[src/rtl/shift_add_mult.sv]
// Sequential unsigned shift-and-add multiplier: W add/shift iterations per operation,
// start/ready/done handshake shared with the restoring divider.
module shift_add_mult #(
   parameter int W = 8
) (
   input  logic           clk,
   input  logic           rst_n,
   input  logic           start,
   input  logic [W-1:0]   mcand,
   input  logic [W-1:0]   mplier,
   output logic           ready,
   output logic           done,
   output logic [2*W-1:0] prod
);

   localparam int            NW     = $clog2(W + 1);
   localparam logic [NW-1:0] N_LOAD = NW'(W);

   typedef enum logic [1:0] {
      S_IDLE = 2'd0,
      S_OP   = 2'd1,
      S_DONE = 2'd2
   } state_t;

   state_t         r_state;
   state_t         w_state_next;
   logic [W-1:0]   r_d;
   logic [W-1:0]   r_lo;
   logic [W:0]     r_hi;
   logic [NW-1:0]  r_n;
   logic [W:0]     w_addend;
   logic [W:0]     w_sum;
   logic           w_load;
   logic           w_shift;

   // One extra bit on the partial sum holds the carry; hi + d never exceeds W+1 bits.
   assign w_addend = r_lo[0] ? {1'b0, r_d} : '0;
   assign w_sum    = r_hi + w_addend;

   // NOTE: every output of this block gets a default before the case, so no latch is inferred.
   always_comb begin
      w_state_next = r_state;
      ready        = 1'b0;
      done         = 1'b0;
      w_load       = 1'b0;
      w_shift      = 1'b0;
      unique case (r_state)
         S_IDLE: begin
            ready = 1'b1;
            if (start) begin
               w_load       = 1'b1;
               w_state_next = S_OP;
            end
         end
         S_OP: begin
            w_shift = 1'b1;
            // Count reaches zero after this shift.
            if (r_n == NW'(1)) w_state_next = S_DONE;
         end
         S_DONE: begin
            done         = 1'b1;
            w_state_next = S_IDLE;
         end
         default: w_state_next = S_IDLE;
      endcase
   end

   // NOTE: rst_n is synchronous, so it is tested only inside the clocked blocks; state uses <= throughout.
   always_ff @(posedge clk) begin
      if (!rst_n) r_state <= S_IDLE;
      else        r_state <= w_state_next;
   end

   always_ff @(posedge clk) begin
      if (!rst_n) begin
         r_d  <= '0;
         r_lo <= '0;
         r_hi <= '0;
         r_n  <= '0;
      end else if (w_load) begin
         r_d  <= mcand;
         r_lo <= mplier;
         r_hi <= '0;
         r_n  <= N_LOAD;
      end else if (w_shift) begin
         // {hi, lo} <= {0, sum, lo} >> 1 : sum LSB moves into the top of lo.
         r_hi <= {1'b0, w_sum[W:1]};
         r_lo <= {w_sum[0], r_lo[W-1:1]};
         r_n  <= r_n - NW'(1);
      end
   end

   assign prod = {r_hi[W-1:0], r_lo};

endmodule
[config.mk]
export PLATFORM = sky130hd
export DESIGN_NAME = shift_add_mult
export DESIGN_NICKNAME = d
export VERILOG_FILES = /design/src/rtl/shift_add_mult.sv
export SDC_FILE = /design/constraint.sdc
export NUM_CORES = 1
export LEC_CHECK = 0
export CAP_MARGIN = 20
export CORE_UTILIZATION = 50
export DETAILED_ROUTE_END_ITERATION = 10
export PLACE_DENSITY = 0.76
export SLEW_MARGIN = 20
export SYNTH_ARGS = -nofsm -noshare
export SYNTH_HDL_FRONTEND = slang
export SYNTH_SLANG_ARGS = --single-unit
[constraint.sdc]
create_clock -name clk -period 2.1 [get_ports clk]
set_input_delay 0.525 -clock clk [delete_from_list [all_inputs] [get_ports clk]]
set_output_delay 0.525 -clock clk [all_outputs]
set_load 0.02 [all_outputs]
==> out/metrics.csv, run 1 <==
stage;metric;value;unit
critical_path;crit path kind;register to output pin;
outcome;status;complete, no violations;
cells_and_area;antenna diode count;0;
min_path;hold_sp;r_d[2]$_SDFFE_PN0P_;
power_and_ir_drop;Comb power frac;20.4;%
critical_path;critical path's top delay family;buffers and inverters;
detailed_routing;vias post-DR;1489;
detailed_routing;vias per cell;5.49;
power_and_ir_drop;VDD IR max;377;µV
global_route;initial antenna violation count;0;
critical_path;largest fanout on the critical path;6;
cells_and_area;fill count;285;
cts;TritonCTS Sinks;30;
timing;Hold Vio Cnt, Final;0;
yosys;asr flop ratio synth;0;%
timing;Period minus WS final;2010;ps
critical_path;stages on the worst setup path;2;
yosys;Mean Syn Cell Area;8.97;µm²
critical_path;highest-delay cell along the critical path;clkdlybuf4s50_1;
detailed_routing;routed len/inst;13.8;µm
cts;clock-pin slew on the worst setup and hold paths;100;ps
die;row count;20;
global_route;vias in the first global route;1409;
global_route;Total Routing Usage GR;23.3;%
die;Initial Util;53.5;%
yosys;Yosys warning count;0;
cts;CTS Buffer Depth;2;
placement;Detail Placement HPWL;2.75;mm
cts;CTS tree;done;
cells_and_area;ratio of cells with drive above 1 in the final layout;11.0;%
critical_path;R2R Path End;r_hi[5]$_SDFFE_PP0P_;
power_and_ir_drop;P per Cell Area;587;nW/µm²
die;Core Area;3100;µm²
cts;Skew-Pair Late Insertion Delay;320;ps
yosys;post-synth top area share;36.2;%
yosys;ys flop type;dfxtp_1;
cells_and_area;fin nets;256;
yosys;Synth Net Count;215;
flow_run;max-cap check violation count;0;
timing;Final Skew;8.39;ps
cts;CTS Buf Count;5;
timing;Slew Limit Fails;0;
global_route;total grt overflow;0;
min_path;hold endpoint;r_d[2]$_SDFFE_PN0P_;
critical_path;R2R Path Start;r_lo[0]$_SDFFE_PN0P_;
detailed_routing;initial drt markers;53;
critical_path;reg2reg setup slack;120;ps
cells_and_area;final core utilization;68.3;%
min_path;depth of the worst hold-timing path;2;
cells_and_area;area of the multi-input gates;985;µm²
yosys;synthesized flop and latch total;30;
critical_path;Critical Path RT;1570;ps
critical_path;crit end category;output pin;
detailed_routing;Routed WL;3.73;mm
timing;Slew HR;59.5;%
detailed_routing;first-pass detailed-route iteration total;4;
critical_path;Worst Reg2Reg Path Length in Cells;7;
timing;Highest Clock Rate;498;MHz
critical_path;Critical Path, Cell by Cell;and2b_2, clkdlybuf4s50_1;
placement;Setup WS pre-CTS;115;ps
cells_and_area;P&R area growth vs syn;27.7;%
power_and_ir_drop;Power Internal;0.889;mW
cells_and_area;Reg area;603;µm²
min_path;HP Class;register to register;
critical_path;crit path buf inv count;1;
power_and_ir_drop;Net Sw Power;0.356;mW
cts;Root Driver;clkbuf_4;
power_and_ir_drop;P_leak;0.853;nW
power_and_ir_drop;Sw Ratio;28.6;%
detailed_routing;post-route ant nets;0;
power_and_ir_drop;clock power share;29.0;%
yosys;Commonest cells post-synth;30 x dfxtp_1, 30 x nand2_1, 17 x a21boi_0;
yosys;synthesized area;1660;µm²
timing;period utilisation layout;95.7;%
timing;final setup vio count;0;
yosys;top post-synthesis cells by area;dfxtp_1 36%, a21boi_0 7.7%, ha_1 7.5%;
yosys;area leader, netlist;dfxtp_1;
timing;Final WS setup;91.3;ps
cts;Max H-tree Level;2;
yosys;sequential area share after synthesis;36.2;%
die;die height;59.6;µm
timing;RSZ-0062 raised after global routing;false;
placement;Port Buffers;36;
yosys;Post-Synthesis Cells;185;
power_and_ir_drop;total power;1.25;mW
global_route;global-route wire length before repair;6.08;mm
global_route;largest net degree at the start of global routing;22;
placement;Placer Congestion;0.827;
power_and_ir_drop;sequential share of power;50.6;%
timing;Tightest Pin Transition;608;ps
critical_path;crit path DAT;1480;ps
yosys;Post-synth EDFFs;0;
detailed_routing;DR DRC count;0;
critical_path;max incr delay on CP;590;ps
die;io pins;37;
die;Die W;59.6;µm
critical_path;Worst Setup Start Kind;register;
yosys;Unique masters post-synth;45;
die;die area;3560;µm²
timing;Final TNS setup;0;ps
-- metrics by stage --
step | hold slack [ps] | instance area, µm² | std cells
finish | 466 | 2120 | 271
global route | 488 | 2120 | 271
CTS | 469 | 2110 | 271
detailed placement | 454 | 2050 | 263
global placement | 447 | 2050 | 263
floorplan | 439 | 1660 | 185
-- worst max-delay path by stage --
stage                     slack, ps                    to               startpoint
after global placement          160  r_hi[5]$_SDFFE_PP0P_     r_lo[0]$_SDFFE_PN0P_
after floorplan                  80  r_hi[5]$_SDFFE_PP0P_     r_lo[0]$_SDFFE_PN0P_
after global routing             20  r_hi[6]$_SDFFE_PP0P_     r_lo[0]$_SDFFE_PN0P_
after detailed placement        110  r_hi[5]$_SDFFE_PP0P_     r_lo[0]$_SDFFE_PN0P_
after CTS                       0.3                  done  r_state[0]$_SDFFE_PN0P_
final                            90                  done  r_state[0]$_SDFFE_PN0P_
-- power by group through the flow --
| stage | combinational [mW] | sequential [mW] | clock [mW] |
|---|---|---|---|
| 2_1_floorplan | 0.146 | 0.655 | 0 |
| 3_3_place_gp | 0.248 | 0.640 | 0 |
| 3_5_place_dp | 0.253 | 0.642 | 0 |
| 4_1_cts | 0.255 | 0.629 | 0.377 |
| 5_1_grt | 0.278 | 0.634 | 0.405 |
| 6_report | 0.254 | 0.630 | 0.361 |
-- sequential cells by signal, summed over array words and instances, names as in the netlist --
register	cells
r_hi	8
r_state	2
r_n	4
r_d	8
r_lo	8
-- layer usage --
metal  up-vias  track usage, %  wire [µm]
met2        51            38.2       1790
li1        736               -          -
met4         0            7.97         35
met3         6            8.95        230
met5         -               0          0
met1       696            27.8       1680
-- layout make-up --
cell class,instances,area share [%]
multi-input cells,144,46.5
flip-flops and latches,30,28.5
repair buffers,42,19.1
clock buffers,7,2.60
well taps,44,2.60
inverters,3,0.531
clock inverters,1,0.236
-- placed cells by master (no fill, tap or decap), types with 2 or more instances in the layout --
cell,count
a211oi_1,5
o21ai_1,2
a31oi_1,2
and2b_2,2
and2_1,11
a211o_1,2
o2111ai_1,2
a22oi_1,8
nor2_1,12
clkdlybuf4s50_1,36
buf_4,6
inv_1,3
o21a_1,2
nand3_1,4
ha_1,10
nand2_1,30
or3_1,2
dfxtp_1,28
xnor2_1,3
clkbuf_4,5
dfxtp_2,2
nor2b_1,2
a21boi_0,17
nor3_1,2
a21oi_1,4
a21o_1,2
-- worst reg2reg max path, stage by stage, from the launching register on --
cell and delay [ps]:
dfxtp_1 320, and2_1 150, ha_1 220, fa_1 460, a211oi_2 280, o21ai_1 140, a211o_1 280, nand3_1 80
-- cell families (layout without fill, tap and decap cells) --
family | Yosys count | after routing | synth area share (%)
AOI/OAI and AO/OA | 49 | 49 | 21.3
xor gates and xnor gates | 4 | 4 | 2.11
adders and majority gates | 11 | 11 | 8.74
buffers and inverters | 11 | 53 | 4.82
DFF | 30 | 30 | 36.2
and+or+nand+nor | 80 | 80 | 26.9
-- repair_timing --
item | in CTS | in global routing
hold buffers | 0 | 0
gates resized for setup | 0 | 3
setup endpoints to repair | 0 | 4
setup buffers | 0 | 0
Power figures use the tool's default switching activity.
==> run 2, diff against run 1 <==
--- a/config.mk
+++ b/config.mk
@@ -8,7 +8,7 @@
 export CAP_MARGIN = 20
 export CORE_UTILIZATION = 50
 export DETAILED_ROUTE_END_ITERATION = 10
-export PLACE_DENSITY = 0.76
+export PLACE_DENSITY = 0.81
 export SLEW_MARGIN = 20
 export SYNTH_ARGS = -nofsm -noshare
 export SYNTH_HDL_FRONTEND = slang
==> out/metrics.csv, run 2 (same netlist as run 1, synthesis figures left out) <==
stage;metric;value;unit;change
cts;Setup Buffers After CTS;0;;unchanged
cells_and_area;fin nets;254;;was 256
min_path;HP Class;register to register;;unchanged
timing;hold_ws;473;ps;was 466 ps
cts;Max H-tree Level;2;;unchanged
timing;Period minus WS final;2030;ps;was 2010 ps
global_route;global-route wire length before repair;6.24;mm;was 6.08 mm
cts;# resized after CTS;1;;was 0
die;Core Area;3100;µm²;unchanged
outcome;status;complete, no violations;;unchanged
global_route;Total Routing Usage GR;23.8;%;was 23.3%
detailed_routing;vias post-DR;1455;;was 1489
timing;Slew Limit Fails;0;;unchanged
critical_path;largest fanout on the critical path;6;;unchanged
flow_run;max-cap check violation count;0;;unchanged
cts;CTS tree;done;;unchanged
global_route;initial antenna violation count;0;;unchanged
cts;clock-pin slew on the worst setup and hold paths;90;ps;was 100 ps
timing;Highest Clock Rate;493;MHz;was 498 MHz
power_and_ir_drop;VDD IR max;415;µV;was 377 µV
cts;CTS Hold Bufs;0;;unchanged
timing;Hold Vio Cnt, Final;0;;unchanged
die;Initial Util;53.5;%;unchanged
global_route;total grt overflow;0;;unchanged
cts;Root Driver;clkbuf_4;;unchanged
timing;Final TNS setup;0;ps;unchanged
global_route;largest net degree at the start of global routing;22;;unchanged
timing;Tightest Pin Transition;598;ps;was 608 ps
critical_path;crit path kind;register to output pin;;unchanged
power_and_ir_drop;total power;1.32;mW;was 1.25 mW
detailed_routing;vias per cell;5.41;;was 5.49
die;row count;20;;unchanged
detailed_routing;DR DRC count;0;;unchanged
critical_path;crit path DAT;1500;ps;was 1480 ps
cells_and_area;antenna diode count;0;;unchanged
cells_and_area;ratio of cells with drive above 1 in the final layout;11.1;%;was 11.0%
placement;Detail Placement HPWL;2.82;mm;was 2.75 mm
cells_and_area;most frequent cells in the layout;36 x clkdlybuf4s50_1, 30 x nand2_1, 28 x dfxtp_1;;unchanged
die;die area;3560;µm²;unchanged
die;die height;59.6;µm;unchanged
timing;Slew HR;60.1;%;was 59.5%
detailed_routing;Routed WL;3.77;mm;was 3.73 mm
timing;Final Skew;9.67;ps;was 8.39 ps
die;Die W;59.6;µm;unchanged
timing;period utilisation layout;96.6;%;was 95.7%
detailed_routing;initial drt markers;41;;was 53
power_and_ir_drop;P_leak;0.853;nW;about the same
cells_and_area;P&R area growth vs syn;28.1;%;was 27.7%
critical_path;Worst Setup Start Kind;register;;unchanged
critical_path;Critical Path RT;1570;ps;about the same
cts;TritonCTS Sinks;30;;unchanged
cts;Skew-Pair Late Insertion Delay;350;ps;was 320 ps
power_and_ir_drop;P per Cell Area;619;nW/µm²;was 587 nW/µm²
global_route;vias in the first global route;1438;;was 1409
cts;CTS Buffer Depth;2;;unchanged
critical_path;crit end category;output pin;;unchanged
detailed_routing;first-pass detailed-route iteration total;4;;unchanged
timing;final setup vio count;0;;unchanged
placement;Port Buffers;36;;unchanged
timing;RSZ-0062 raised after global routing;false;;unchanged
detailed_routing;routed len/inst;14.0;µm;was 13.8 µm
detailed_routing;post-route ant nets;0;;unchanged
cells_and_area;largest registers;r_d: 8 flops, r_hi: 8 flops, r_lo: 8 flops;;unchanged
cells_and_area;most common cell after layout, fill and taps aside;clkdlybuf4s50_1;;unchanged
die;io pins;37;;unchanged
placement;Placer Congestion;0.838;;was 0.827
cts;CTS Buf Count;5;;unchanged
==> run 2: worst paths after layout <==
path / startpoint / to / slack [ps] / cells after the start
hold / removal: r_d[5]$_SDFFE_PN0P_ / r_d[5]$_SDFFE_PN0P_ / 470 / 2
setup / recovery: r_state[0]$_SDFFE_PN0P_ / done / 70 / 2
setup reg to reg: r_lo[0]$_SDFFE_PN0P_ / r_hi[5]$_SDFFE_PP0P_ / 150 / 7
hold reg to reg: r_d[5]$_SDFFE_PN0P_ / r_d[5]$_SDFFE_PN0P_ / 470 / 2
==> run 2: layer usage <==
metal / global-route usage [%] / routed length [µm]
met5: 0 / 0
met4: 11.0 / 64
met3: 5.02 / 161
met2: 41.1 / 1900
met1: 28.0 / 1640
==> run 2: area by class of cell <==
| class | instances | area (µm²) |
|---|---|---|
| fillers | 258 | 976 |
| repair buffers | 40 | 390 |
| flip-flops and latches | 30 | 603 |
| inverters | 3 | 11.3 |
| well taps | 44 | 55.1 |
| multi-input cells | 144 | 988 |
| clock buffers | 8 | 78.8 |
==> run 2: power breakdown <==
part           internal (mW)  total [mW]  switching [mW]
combinational          0.122       0.251           0.129
sequential             0.603       0.630          0.0269
clock                  0.228       0.437           0.209
total                  0.953        1.32           0.365
==> run 2: worst max-delay path: stages (launching register included) <==
cell	delay, ps
dfxtp_2	360
and2b_2	220
clkdlybuf4s50_1	590
==> run 2: metrics by stage <==
| step | setup slack (ps) | std cells | area, µm² | utilization [%] |
|---|---|---|---|---|
| finish | 71.2 | 269 | 2130 | 68.5 |
| global route | 35.0 | 269 | 2130 | 68.5 |
| CTS | 4.33 | 269 | 2120 | 68.2 |
| detailed placement | 67.1 | 261 | 2040 | 65.6 |
| global placement | 113 | 261 | 2040 | 65.6 |
| floorplan | 75.2 | 185 | 1660 | - |
==> run 3, diff against run 2 <==
--- a/config.mk
+++ b/config.mk
@@ -6,9 +6,10 @@
 export NUM_CORES = 1
 export LEC_CHECK = 0
 export CAP_MARGIN = 20
-export CORE_UTILIZATION = 50
+export CORE_UTILIZATION = 54
 export DETAILED_ROUTE_END_ITERATION = 10
-export PLACE_DENSITY = 0.81
+export HOLD_SLACK_MARGIN = 0.08
+export PLACE_DENSITY = 0.87
 export SLEW_MARGIN = 20
 export SYNTH_ARGS = -nofsm -noshare
 export SYNTH_HDL_FRONTEND = slang
==> constraint.sdc (replaced) <==
create_clock -name clk -period 2.4 [get_ports clk]
set_input_delay 0.6 -clock clk [delete_from_list [all_inputs] [get_ports clk]]
set_output_delay 0.6 -clock clk [all_outputs]
set_load 0.02 [all_outputs]
==> out/metrics.csv, run 3 (same netlist as run 1, synthesis figures left out) <==
stage;metric;value;unit;change
min_path;hold_sp;r_d[3]$_SDFFE_PN0P_;;was r_d[5]$_SDFFE_PN0P_
placement;Port Buffers;36;;unchanged
cts;Skew-Pair Late Insertion Delay;340;ps;was 350 ps
placement;post-place instance area;2010;µm²;was 2040 µm²
cells_and_area;Layout Cells excl Fill;254;;was 269
power_and_ir_drop;VDD IR max;452;µV;was 415 µV
die;Initial Util;58.7;%;was 53.5%
cts;CTS tree;done;;unchanged
cts;Max H-tree Level;2;;unchanged
timing;Final Skew;15.4;ps;was 9.67 ps
cells_and_area;fin nets;252;;was 254
cts;Setup Buffers After CTS;0;;unchanged
placement;Inst Count DP;246;;was 261
cells_and_area;fill count;206;;was 258
cells_and_area;area of the multi-input gates;980;µm²;was 988 µm²
flow_run;max-cap check violation count;0;;unchanged
global_route;Total Routing Usage GR;26.6;%;was 23.8%
cells_and_area;ratio of cells with drive above 1 in the final layout;8.52;%;was 11.1%
timing;Tightest Pin Transition;561;ps;was 598 ps
cells_and_area;largest registers;r_d: 8 flops, r_hi: 8 flops, r_lo: 8 flops;;unchanged
critical_path;Worst Setup Start Kind;register;;unchanged
global_route;vias in the first global route;1555;;was 1438
critical_path;crit path kind;register to output pin;;unchanged
cts;CTS Buffer Depth;2;;unchanged
cells_and_area;design area;2080;µm²;was 2130 µm²
min_path;depth of the worst hold-timing path;2;;unchanged
critical_path;Worst Reg2Reg Path Length in Cells;7;;unchanged
cells_and_area;most common cell after layout, fill and taps aside;clkdlybuf4s50_1;;unchanged
power_and_ir_drop;P_leak;0.840;nW;was 0.853 nW
die;die area;3300;µm²;was 3560 µm²
die;Core Area;2830;µm²;was 3100 µm²
global_route;initial antenna violation count;0;;unchanged
outcome;status;complete, no violations;;unchanged
detailed_routing;post-route ant nets;0;;unchanged
critical_path;crit path DAT;1550;ps;was 1500 ps
timing;Hold Vio Cnt, Final;0;;unchanged
global_route;global-route wire length before repair;6.70;mm;was 6.24 mm
min_path;HP Class;register to register;;unchanged
detailed_routing;routed len/inst;15.2;µm;was 14.0 µm
timing;Slew Limit Fails;0;;unchanged
critical_path;largest fanout on the critical path;6;;unchanged
die;io pins;37;;unchanged
detailed_routing;initial drt markers;118;;was 41
critical_path;R2R Path Start;r_lo[0]$_SDFFE_PN0P_;;unchanged
cells_and_area;antenna diode count;0;;unchanged
cts;# resized after CTS;0;;was 1
detailed_routing;Routed WL;3.85;mm;was 3.77 mm
cells_and_area;Reg area;601;µm²;was 603 µm²
detailed_routing;DR DRC count;0;;unchanged
critical_path;crit end category;output pin;;unchanged
timing;Slew HR;62.6;%;was 60.1%
detailed_routing;vias per cell;5.97;;was 5.41
placement;Placer Congestion;0.851;;was 0.838
global_route;largest net degree at the start of global routing;22;;unchanged
detailed_routing;vias post-DR;1516;;was 1455
critical_path;Critical Path RT;1800;ps;was 1570 ps
power_and_ir_drop;P per Cell Area;551;nW/µm²;was 619 nW/µm²
die;die height;57.5;µm;was 59.6 µm
die;row count;19;;was 20
timing;final setup vio count;0;;unchanged
timing;period utilisation layout;89.6;%;
detailed_routing;first-pass detailed-route iteration total;4;;unchanged
cells_and_area;most frequent cells in the layout;36 x clkdlybuf4s50_1, 30 x nand2_1, 30 x dfxtp_1;;was 36 x clkdlybuf4s50_1, 30 x nand2_1, 28 x dfxtp_1
cells_and_area;P&R area growth vs syn;25.5;%;was 28.1%
timing;Final TNS setup;0;ps;unchanged
cts;CTS Buf Count;5;;unchanged
critical_path;reg2reg setup slack;260;ps;was 150 ps
timing;RSZ-0062 raised after global routing;false;;unchanged
global_route;total grt overflow;0;;unchanged
timing;Highest Clock Rate;465;MHz;
cts;CTS Hold Bufs;0;;unchanged
cts;TritonCTS Sinks;30;;unchanged
cts;Root Driver;clkbuf_4;;unchanged
die;Die W;57.5;µm;was 59.6 µm
cts;clock-pin slew on the worst setup and hold paths;90;ps;about the same
timing;Period minus WS final;2150;ps;
min_path;hold endpoint;r_d[3]$_SDFFE_PN0P_;;was r_d[5]$_SDFFE_PN0P_
placement;Detail Placement HPWL;2.80;mm;was 2.82 mm
critical_path;R2R Path End;r_hi[5]$_SDFFE_PP0P_;;unchanged
run 3: cell types whose count changed in the layout (fill, tap and decap cells not counted), sizes merged:
cell,delta
buf,-2
run 3: final cells by class:
cell class	instances	share of cell area (%)
Tap cell	31	1.86
Timing Repair Buffer	38	18.0
Multi-Input combinational cell	144	47.0
Clock buffer	8	3.78
Inverter	3	0.540
Sequential cell	30	28.8
run 3: how the worst max path moves through the flow:
stage                       startpoint                   end  slack [ps]  depth (start not counted)
3_3_place_gp                     start  r_hi[4]$_SDFFE_PP0P_         340                          5
5_1_grt           r_lo[0]$_SDFFE_PN0P_  r_hi[5]$_SDFFE_PP0P_         160                          7
2_1_floorplan     r_lo[0]$_SDFFE_PN0P_  r_hi[5]$_SDFFE_PP0P_         380                          7
4_1_cts        r_state[0]$_SDFFE_PN0P_                  done         230                          2
6_report       r_state[0]$_SDFFE_PN0P_                  done         250                          2
3_5_place_dp      r_lo[0]$_SDFFE_PN0P_  r_hi[5]$_SDFFE_PP0P_         280                          7
run 3: worst max-delay path: stages, from the launching register on:
cell,delay [ps]
dfxtp_1,450
and2b_2,250
clkdlybuf4s50_1,530
run 3: routing by layer:
| metal | up-vias | global-route usage (%) | wire length, µm |
|---|---|---|---|
| met5 | - | 0 | 0 |
| met4 | 0 | 10.5 | 53 |
| met3 | 9 | 9.98 | 231 |
| met2 | 59 | 45.0 | 2020 |
| met1 | 719 | 30.4 | 1550 |
| li1 | 729 | - | - |
run 3: metrics by stage:
stage / power, mW / hold slack (ps) / util [%] / setup slack [ps]
after floorplan: 0.701 / 439 / - / 375
after global placement: 0.768 / 453 / 70.9 / 342
after detailed placement: 0.777 / 464 / 70.9 / 280
after CTS: 1.15 / 478 / 73.7 / 234
after global routing: 1.20 / 498 / 73.7 / 161
final: 1.15 / 471 / 73.7 / 249
run 3: report_power, final:
part / total [mW] / internal (mW) / switching [mW]
logic: 0.215 / 0.104 / 0.112
registers: 0.554 / 0.527 / 0.0270
clock network: 0.379 / 0.200 / 0.179
total: 1.15 / 0.831 / 0.318
